<file path="src/rtl/gray_counter_ctl_if.sv">
// Control/status bundle for gray_counter_ctl: count/load strobes in, registered codes and event flags out.
interface gray_counter_ctl_if #(
    parameter int unsigned WIDTH = 4
);
    logic             i_en;
    logic             i_up;
    logic             i_load;
    logic [WIDTH-1:0] i_load_bin;
    logic [WIDTH-1:0] o_binary;
    logic [WIDTH-1:0] o_gray;
    logic [WIDTH-1:0] o_chg;
    logic             o_tc;
    logic             o_wrap;

    modport master (
        output i_en, i_up, i_load, i_load_bin,
        input  o_binary, o_gray, o_chg, o_tc, o_wrap
    );

    modport slave (
        input  i_en, i_up, i_load, i_load_bin,
        output o_binary, o_gray, o_chg, o_tc, o_wrap
    );
endinterface

</file>
<file path="src/rtl/gray_counter_ctl.sv">
// Up/down Gray-code counter with synchronous load, wrap or saturate at the terminal value,
// and per-step event flags (terminal, wrap, toggled-bit mask). All outputs registered.
module gray_counter_ctl #(
    parameter int unsigned          WIDTH     = 4,
    parameter bit                   WRAP      = 1'b1,
    parameter logic [WIDTH-1:0]     RESET_VAL = '0
) (
    input logic              i_clk,
    input logic              i_rst_n,
    gray_counter_ctl_if.slave bus
);
    localparam logic [WIDTH-1:0] ALL_ONES = '1;

    function automatic logic [WIDTH-1:0] to_gray(input logic [WIDTH-1:0] b);
        return b ^ (b >> 1);
    endfunction

    logic [WIDTH-1:0] bin_q,  bin_nxt;
    logic [WIDTH-1:0] gray_q, gray_nxt;
    logic [WIDTH-1:0] chg_q,  chg_nxt;
    logic             tc_q,   tc_nxt;
    logic             wrap_q, wrap_nxt;
    logic [WIDTH-1:0] step;
    logic             at_term;

    // Next-state: load beats count beats hold; saturation suppresses the step and every flag.
    always_comb begin
        bin_nxt  = bin_q;
        tc_nxt   = 1'b0;
        wrap_nxt = 1'b0;
        step     = bus.i_up ? bin_q + WIDTH'(1) : bin_q - WIDTH'(1);
        at_term  = bus.i_up ? (bin_q == ALL_ONES) : (bin_q == '0);

        if (bus.i_load) begin
            bin_nxt = bus.i_load_bin;
        end else if (bus.i_en) begin
            if (!(at_term && !WRAP)) begin
                bin_nxt  = step;
                wrap_nxt = at_term;
                tc_nxt   = bus.i_up ? (step == ALL_ONES) : (step == '0);
            end
        end

        gray_nxt = to_gray(bin_nxt);
        chg_nxt  = gray_nxt ^ gray_q;
    end

    always_ff @(posedge i_clk or negedge i_rst_n) begin
        if (!i_rst_n) begin
            bin_q  <= RESET_VAL;
            gray_q <= to_gray(RESET_VAL);
            chg_q  <= '0;
            tc_q   <= 1'b0;
            wrap_q <= 1'b0;
        end else begin
            bin_q  <= bin_nxt;
            gray_q <= gray_nxt;
            chg_q  <= chg_nxt;
            tc_q   <= tc_nxt;
            wrap_q <= wrap_nxt;
        end
    end

    assign bus.o_binary = bin_q;
    assign bus.o_gray   = gray_q;
    assign bus.o_chg    = chg_q;
    assign bus.o_tc     = tc_q;
    assign bus.o_wrap   = wrap_q;
endmodule

</file>
<file path="src/flat_wrapper.sv">
// flat-port wrapper written by rule: the top's interface ports become plain ports
module gray_counter_ctl_flat 
#(
    parameter int unsigned          WIDTH     = 4,
    parameter bit                   WRAP      = 1'b1,
    parameter logic [WIDTH-1:0]     RESET_VAL = '0
)
  (i_clk, i_rst_n, bus_i_en, bus_i_up, bus_i_load, bus_i_load_bin, bus_o_binary, bus_o_gray, bus_o_chg, bus_o_tc, bus_o_wrap);
  gray_counter_ctl_if #(.WIDTH(WIDTH)) bus_i ();
  input logic i_clk;
  input logic i_rst_n;
  input wire logic [$bits(bus_i.i_en)-1:0] bus_i_en;
  input wire logic [$bits(bus_i.i_up)-1:0] bus_i_up;
  input wire logic [$bits(bus_i.i_load)-1:0] bus_i_load;
  input wire logic [$bits(bus_i.i_load_bin)-1:0] bus_i_load_bin;
  output wire logic [$bits(bus_i.o_binary)-1:0] bus_o_binary;
  output wire logic [$bits(bus_i.o_gray)-1:0] bus_o_gray;
  output wire logic [$bits(bus_i.o_chg)-1:0] bus_o_chg;
  output wire logic [$bits(bus_i.o_tc)-1:0] bus_o_tc;
  output wire logic [$bits(bus_i.o_wrap)-1:0] bus_o_wrap;
  assign bus_i.i_en = bus_i_en;
  assign bus_i.i_up = bus_i_up;
  assign bus_i.i_load = bus_i_load;
  assign bus_i.i_load_bin = bus_i_load_bin;
  assign bus_o_binary = bus_i.o_binary;
  assign bus_o_gray = bus_i.o_gray;
  assign bus_o_chg = bus_i.o_chg;
  assign bus_o_tc = bus_i.o_tc;
  assign bus_o_wrap = bus_i.o_wrap;
  gray_counter_ctl #(.WIDTH(WIDTH), .WRAP(WRAP), .RESET_VAL(RESET_VAL)) u_core (.i_clk(i_clk), .i_rst_n(i_rst_n), .bus(bus_i));
endmodule
</file>
<file path="config.mk">
export PLATFORM = sky130hd
export DESIGN_NAME = gray_counter_ctl_flat
export DESIGN_NICKNAME = d
export VERILOG_FILES = /design/src/rtl/gray_counter_ctl_if.sv /design/src/rtl/gray_counter_ctl.sv /design/src/flat_wrapper.sv
export SDC_FILE = /design/constraint.sdc
export NUM_CORES = 1
export LEC_CHECK = 0
export CAP_MARGIN = 5
export CORE_ASPECT_RATIO = 1.5
export CORE_MARGIN = 4
export CORE_UTILIZATION = 33
export DETAILED_ROUTE_END_ITERATION = 6
export PLACE_DENSITY_LB_ADDON = 0.08
export SLEW_MARGIN = 20
export SYNTH_ARGS = -nofsm -noshare
export SYNTH_HDL_FRONTEND = slang
export SYNTH_SLANG_ARGS = --single-unit
</file>
<file path="constraint.sdc">
create_clock -name i_clk -period 3.05 [get_ports i_clk]
set_input_delay 0.305 -clock i_clk [delete_from_list [all_inputs] [get_ports i_clk]]
set_output_delay 0.305 -clock i_clk [all_outputs]
set_load 0.02 [all_outputs]
</file>
=== Word level (Yosys, flattened, before mapping) ===
Index checks and enable logic that the tools add are counted.

* Register bits after elaboration: 14
* Output and inout bits: 14
* Logic and storage cells: 22

* $add $sub $neg: 2
* Equal/unequal tests: 2
* Multiplexer cells: 9
* Bitwise gates (word level): 2
* Reduce and logical (&&, ||, !) cells: 2

{| class="wikitable"
|+ Operators with widths
! cell !! count
|-
| 4-bit two-way mux || 3
|-
| 4-bit equality test (second input constant) || 2
|-
| 4-bit logical NOT || 2
|-
| 1-bit two-way mux || 6
|-
| 4-bit by 1-bit adder with 4-bit output (second input constant) || 1
|-
| 4-bit by 1-bit subtractor with 4-bit output (second input constant) || 1
|-
| 4-bit by 3-bit XOR with 4-bit output || 1
|-
| 4-bit XOR || 1
|}

=== Longest topological paths before layout ===
* Depth in word-level cells: 6
* Mapped depth: 7
* Gate-level depth less buffers: 6

=== Worst setup path after synthesis ===
OpenSTA, ideal clock, no wires.

* Kind: register -> register
* Start: register u_core.bin_q[0], in the netlist u_core.bus.o_binary[0]
* End: register u_core.chg_q[1], in the netlist u_core.bus.o_chg[1]
* Library setup time: 134 ps
* Arrival: 1890 ps
* Data required time: 2916 ps
* Path slack: 1027 ps
* Cell stages (with the launch flop): 6
* Period minus slack after synthesis: 2023 ps
* Cells stage by stage: dfrtp_1 fa_1 xor2_1 mux2i_1 o21ai_4 xnor3_1

* Cells in the longest elaborated chain, start to end: 6

{| class="wikitable"
|+ RTL lines
! element !! RTL line !! source
|-
| start: declaration || gray_counter_ctl.sv:18 || <nowiki>logic [WIDTH-1:0] bin_q, bin_nxt;</nowiki>
|-
| start signal: assignment || gray_counter_ctl.sv:56 || <nowiki>bin_q <= bin_nxt;</nowiki>
|-
| 4-bit by 1-bit subtractor with 4-bit output / 4-bit by 1-bit adder with 4-bit output (equally long branches) || gray_counter_ctl.sv:31 || <nowiki>step = bus.i_up ? bin_q + WIDTH'(1) : bin_q - WIDTH'(1);</nowiki>
|-
| 4-bit two-way mux * || gray_counter_ctl.sv:31 ||
|-
| 4-bit two-way mux * || gray_counter_ctl.sv:36 || <nowiki>end else if (bus.i_en) begin</nowiki>
|-
| 4-bit two-way mux * || gray_counter_ctl.sv:34 || <nowiki>if (bus.i_load) begin</nowiki>
|-
| net u_core.bin_nxt[2] || gray_counter_ctl.sv:18 ||
|-
| 4-bit by 3-bit XOR with 4-bit output * || gray_counter_ctl.sv:15 || <nowiki>return b ^ (b >> 1);</nowiki>
|-
| 4-bit XOR * || gray_counter_ctl.sv:45 || <nowiki>chg_nxt = gray_nxt ^ gray_q;</nowiki>
|-
| net u_core.chg_nxt[1] || gray_counter_ctl.sv:20 || <nowiki>logic [WIDTH-1:0] chg_q, chg_nxt;</nowiki>
|-
| end signal: assignment || gray_counter_ctl.sv:58 || <nowiki>chg_q <= chg_nxt;</nowiki>
|-
| end: declaration || gray_counter_ctl.sv:20 ||
|}

Mark *: on every way through the listed nets, which the timed path passes. The rest lies on a longest branch.

=== Worst setup path after layout ===
* Start: input port bus_i_up
* End: register u_core.chg_q[2], in the netlist u_core.bus.o_chg[2]

* Cells in the longest elaborated chain, start to end: 5

{| class="wikitable"
|+ RTL lines
! element !! RTL line !! source
|-
| start: declaration || flat_wrapper.sv:13 || <nowiki>input wire logic [$bits(bus_i.i_up)-1:0] bus_i_up;</nowiki>
|-
| 4-bit two-way mux || gray_counter_ctl.sv:31 ||
|-
| 4-bit two-way mux || gray_counter_ctl.sv:36 ||
|-
| 4-bit two-way mux || gray_counter_ctl.sv:34 ||
|-
| net u_core.bin_nxt[2] || gray_counter_ctl.sv:18 ||
|-
| 4-bit by 3-bit XOR with 4-bit output || gray_counter_ctl.sv:15 ||
|-
| 4-bit XOR || gray_counter_ctl.sv:45 ||
|-
| net u_core.chg_nxt[2] || gray_counter_ctl.sv:20 ||
|}

The timed path passes the listed nets, and every way through them passes these cells.

==> metrics.txt <==
placer congestion estimate 0.7910; Synth Area in Compound Gates 9.707%; final wirelength 1509 microns; n_diodes 0; Syn-to-layout area delta 29.58%; max-cap check violation count 0; unrepaired setup endpoints after global routing false; num rows 21; Die W 48.50 microns; Routed Antenna Nets 0; Yosys warning total 0; WP data arrival 2450 ps; # H-tree levels 1; I/O Buffers 22; Synth async-reset ratio 100.0%; status completed; Peak Freq 434.0 MHz; most common library cells after synthesis dfrtp_1, inv_1, xor2_1, ha_1; Pleak 0.0004613 uW; Max clock buf depth 2; Most used DFF post-synth dfrtp_1; final net count 104; pwr/cell area 709.1 mW/mm^2; TritonCTS clock tree done; Slew @ Worst Pin 556.0 ps; Vias 560; largest area contributor in the netlist dfrtp_1; Buf+Inv Stages, Crit Path 2; Global Route Usage Sum 10.24%; area share of the largest cell type after synthesis 40.06%; Adder-Cell Fraction of Synth Area 8.629%; largest family of logic cells by synthesized area XOR/XNOR gates; largest net degree at the start of global routing 14; Post-Synth XOR/XNOR Area 14.18%; critical path type primary input to register; Req. time, crit path 3200 ps; Final Cycle Share 75.55%; Die H 68.76 microns; Syn Area/Cell 12.12 sq um; vias per std cell 5.000; final hold vios 0; first-pass GRT wire length 2594 microns; Post-synth EDFFs 0; post-synthesis mux area share 6.626%; antenna violations before repair 0; post-CTS resize count 0; Hold WC Path Type primary input to asynchronous set/reset pin; vias in the first global route 596; # clock sinks 13; Num CTS Buffers 3; Synth Area in Simple Gates 13.25%; top cells by area, synth dfrtp_1, ha_1, xnor3_1, xor2_1, xnor2_1; slowest CP cell clkdlybuf4s50_1; fin crit period 2304 ps; Mapped Nets 81; number of distinct library cells after synthesis 31; First-pass DRT Iterations 4; CORE AREA 0.002286 sq mm; Seq/Total Area, Yosys 40.06%; #FFs+latches synth 13; grt ovf 0; Tot Pwr 746.2 uW; TNS Setup 0 ps; DP HPWL 1231 microns; Initial Util 35.52%; WL/cell 13.47 microns; Post-Syn Instances 67; most frequent cell after synthesis dfrtp_1; number of DRC markers in iteration 0 11; setup repair bufs after CTS 0; Slew headroom 62.82%; Setup Skew 3.947 ps; IO Pins 23; worst vdd ir 0.0002398 V; Cell Chain, Critical Path clkdlybuf4s50_1, inv_1, ha_1, xor2_1, mux2i_1, o21ai_4, xnor3_1; Final Max Slew Viols 0; peak fanout along the critical path 9; Setup violations, final 0; Syn Std Cell Area 812.0 sq um; Reg clk slew, reported paths 80 ps; layout cells sized above 1 14.61%; Post-CTS Hold Fix Bufs 0; Worst Setup End Kind register; slowest stage delay, CP 620 ps; clock root cell clkbuf_4; Worst Setup Start Kind primary input; Clock Latency Late Sink 260 ps; die area 0.003335 sq mm; cell family with most CP delay buffers and inverters; DRC 0
## cells in the final DEF (no fill, tap or decap)
cell | synthesis | routed
nand2b_1 | 1 | 1
o21ai_4 | 1 | 1
clkbuf_1 | 0 | 1
xnor2_1 | 3 | 3
nor3_2 | 1 | 1
and4bb_2 | 1 | 1
a31oi_1 | 1 | 1
nand2_1 | 2 | 2
fa_1 | 1 | 1
mux2i_1 | 2 | 2
nor3b_1 | 2 | 2
and3_2 | 1 | 1
dfrtp_1 | 13 | 13
mux2i_4 | 1 | 1
clkdlybuf4s50_1 | 0 | 22
nor3_1 | 2 | 2
a22o_2 | 1 | 1
mux2_2 | 1 | 1
inv_1 | 5 | 5
a21o_1 | 1 | 1
or4b_4 | 1 | 1
nand3b_1 | 1 | 1
a21oi_1 | 3 | 3
buf_4 | 2 | 1
xnor3_1 | 2 | 2
a2bb2oi_1 | 1 | 1
a221oi_2 | 1 | 1
nor2_1 | 2 | 2
ha_1 | 4 | 4
nand3_1 | 2 | 2
clkbuf_4 | 0 | 3
xor2_1 | 5 | 5
## per-stage QoR
stage                     instance area (sq um)  setup WS, ps  util, %  hold WS [ps]  instances
after floorplan                           812.0          1027        -         9.409         67
after global placement                     1026         513.4    44.88         450.1        108
after detailed placement                   1026         449.8    44.88         469.7        108
after CTS                                  1052         748.6    46.03         418.9        112
after global routing                       1052         606.4    46.03         439.4        112
final                                      1052         745.7    46.03         396.0        112
## layer usage
layer | wire length, microns | part of all wire [%] | global-route usage [%]
met5 | 0 | 0 | 0
met1 | 600 | 40 | 10.48
met2 | 775 | 51 | 17.65
met3 | 80 | 5.3 | 1.505
met4 | 53 | 3.5 | 10.10
## worst paths after layout
kind / from / cells past startpoint / end / slack [ps]
max in group asynchronous: i_rst_n / 1 / u_core.bus.o_tc / 2290
min in group i_clk: u_core.bus.o_gray[0] / 1 / u_core.bus.o_chg[0] / 470
worst min-delay path: i_rst_n / 1 / u_core.bus.o_chg[1] / 400
worst min register to register: u_core.bus.o_gray[0] / 1 / u_core.bus.o_chg[0] / 470
worst max register to register: u_core.bus.o_binary[0] / 5 / u_core.bus.o_chg[2] / 960
worst max-delay path: bus_i_up / 7 / u_core.bus.o_chg[2] / 750
## power by group
part / switching [uW] / internal, uW
Clock: 50.2 / 50.5
Sequential: 39.9 / 225
Combinational: 178 / 202
## flip-flops by register name, summed over array words and instances (netlist names)
| register | cells |
|---|---|
| u_core.bus.o_tc | 1 |
| u_core.bus.o_gray | 3 |
| u_core.bus.o_chg | 4 |
| u_core.bus.o_wrap | 1 |
| u_core.bus.o_binary | 4 |
## kinds of logic after synthesis
group,Yosys count
and+or+nand+nor,16
buffers and inverters,10
DFF,13
adders and majority gates,5
xor gates and xnor gates,10
AOI/OAI and AO/OA,9
muxes,4
## final cells by class
class	count	area [sq um]
sequential	13	325.3
inverter	5	18.77
multi-input combinational	44	425.4
tap	23	28.78
fill	222	1234
clock buffer	4	26.28
timing repair buffer	23	227.7
Note: power is estimated with default switching activity, not from simulation.
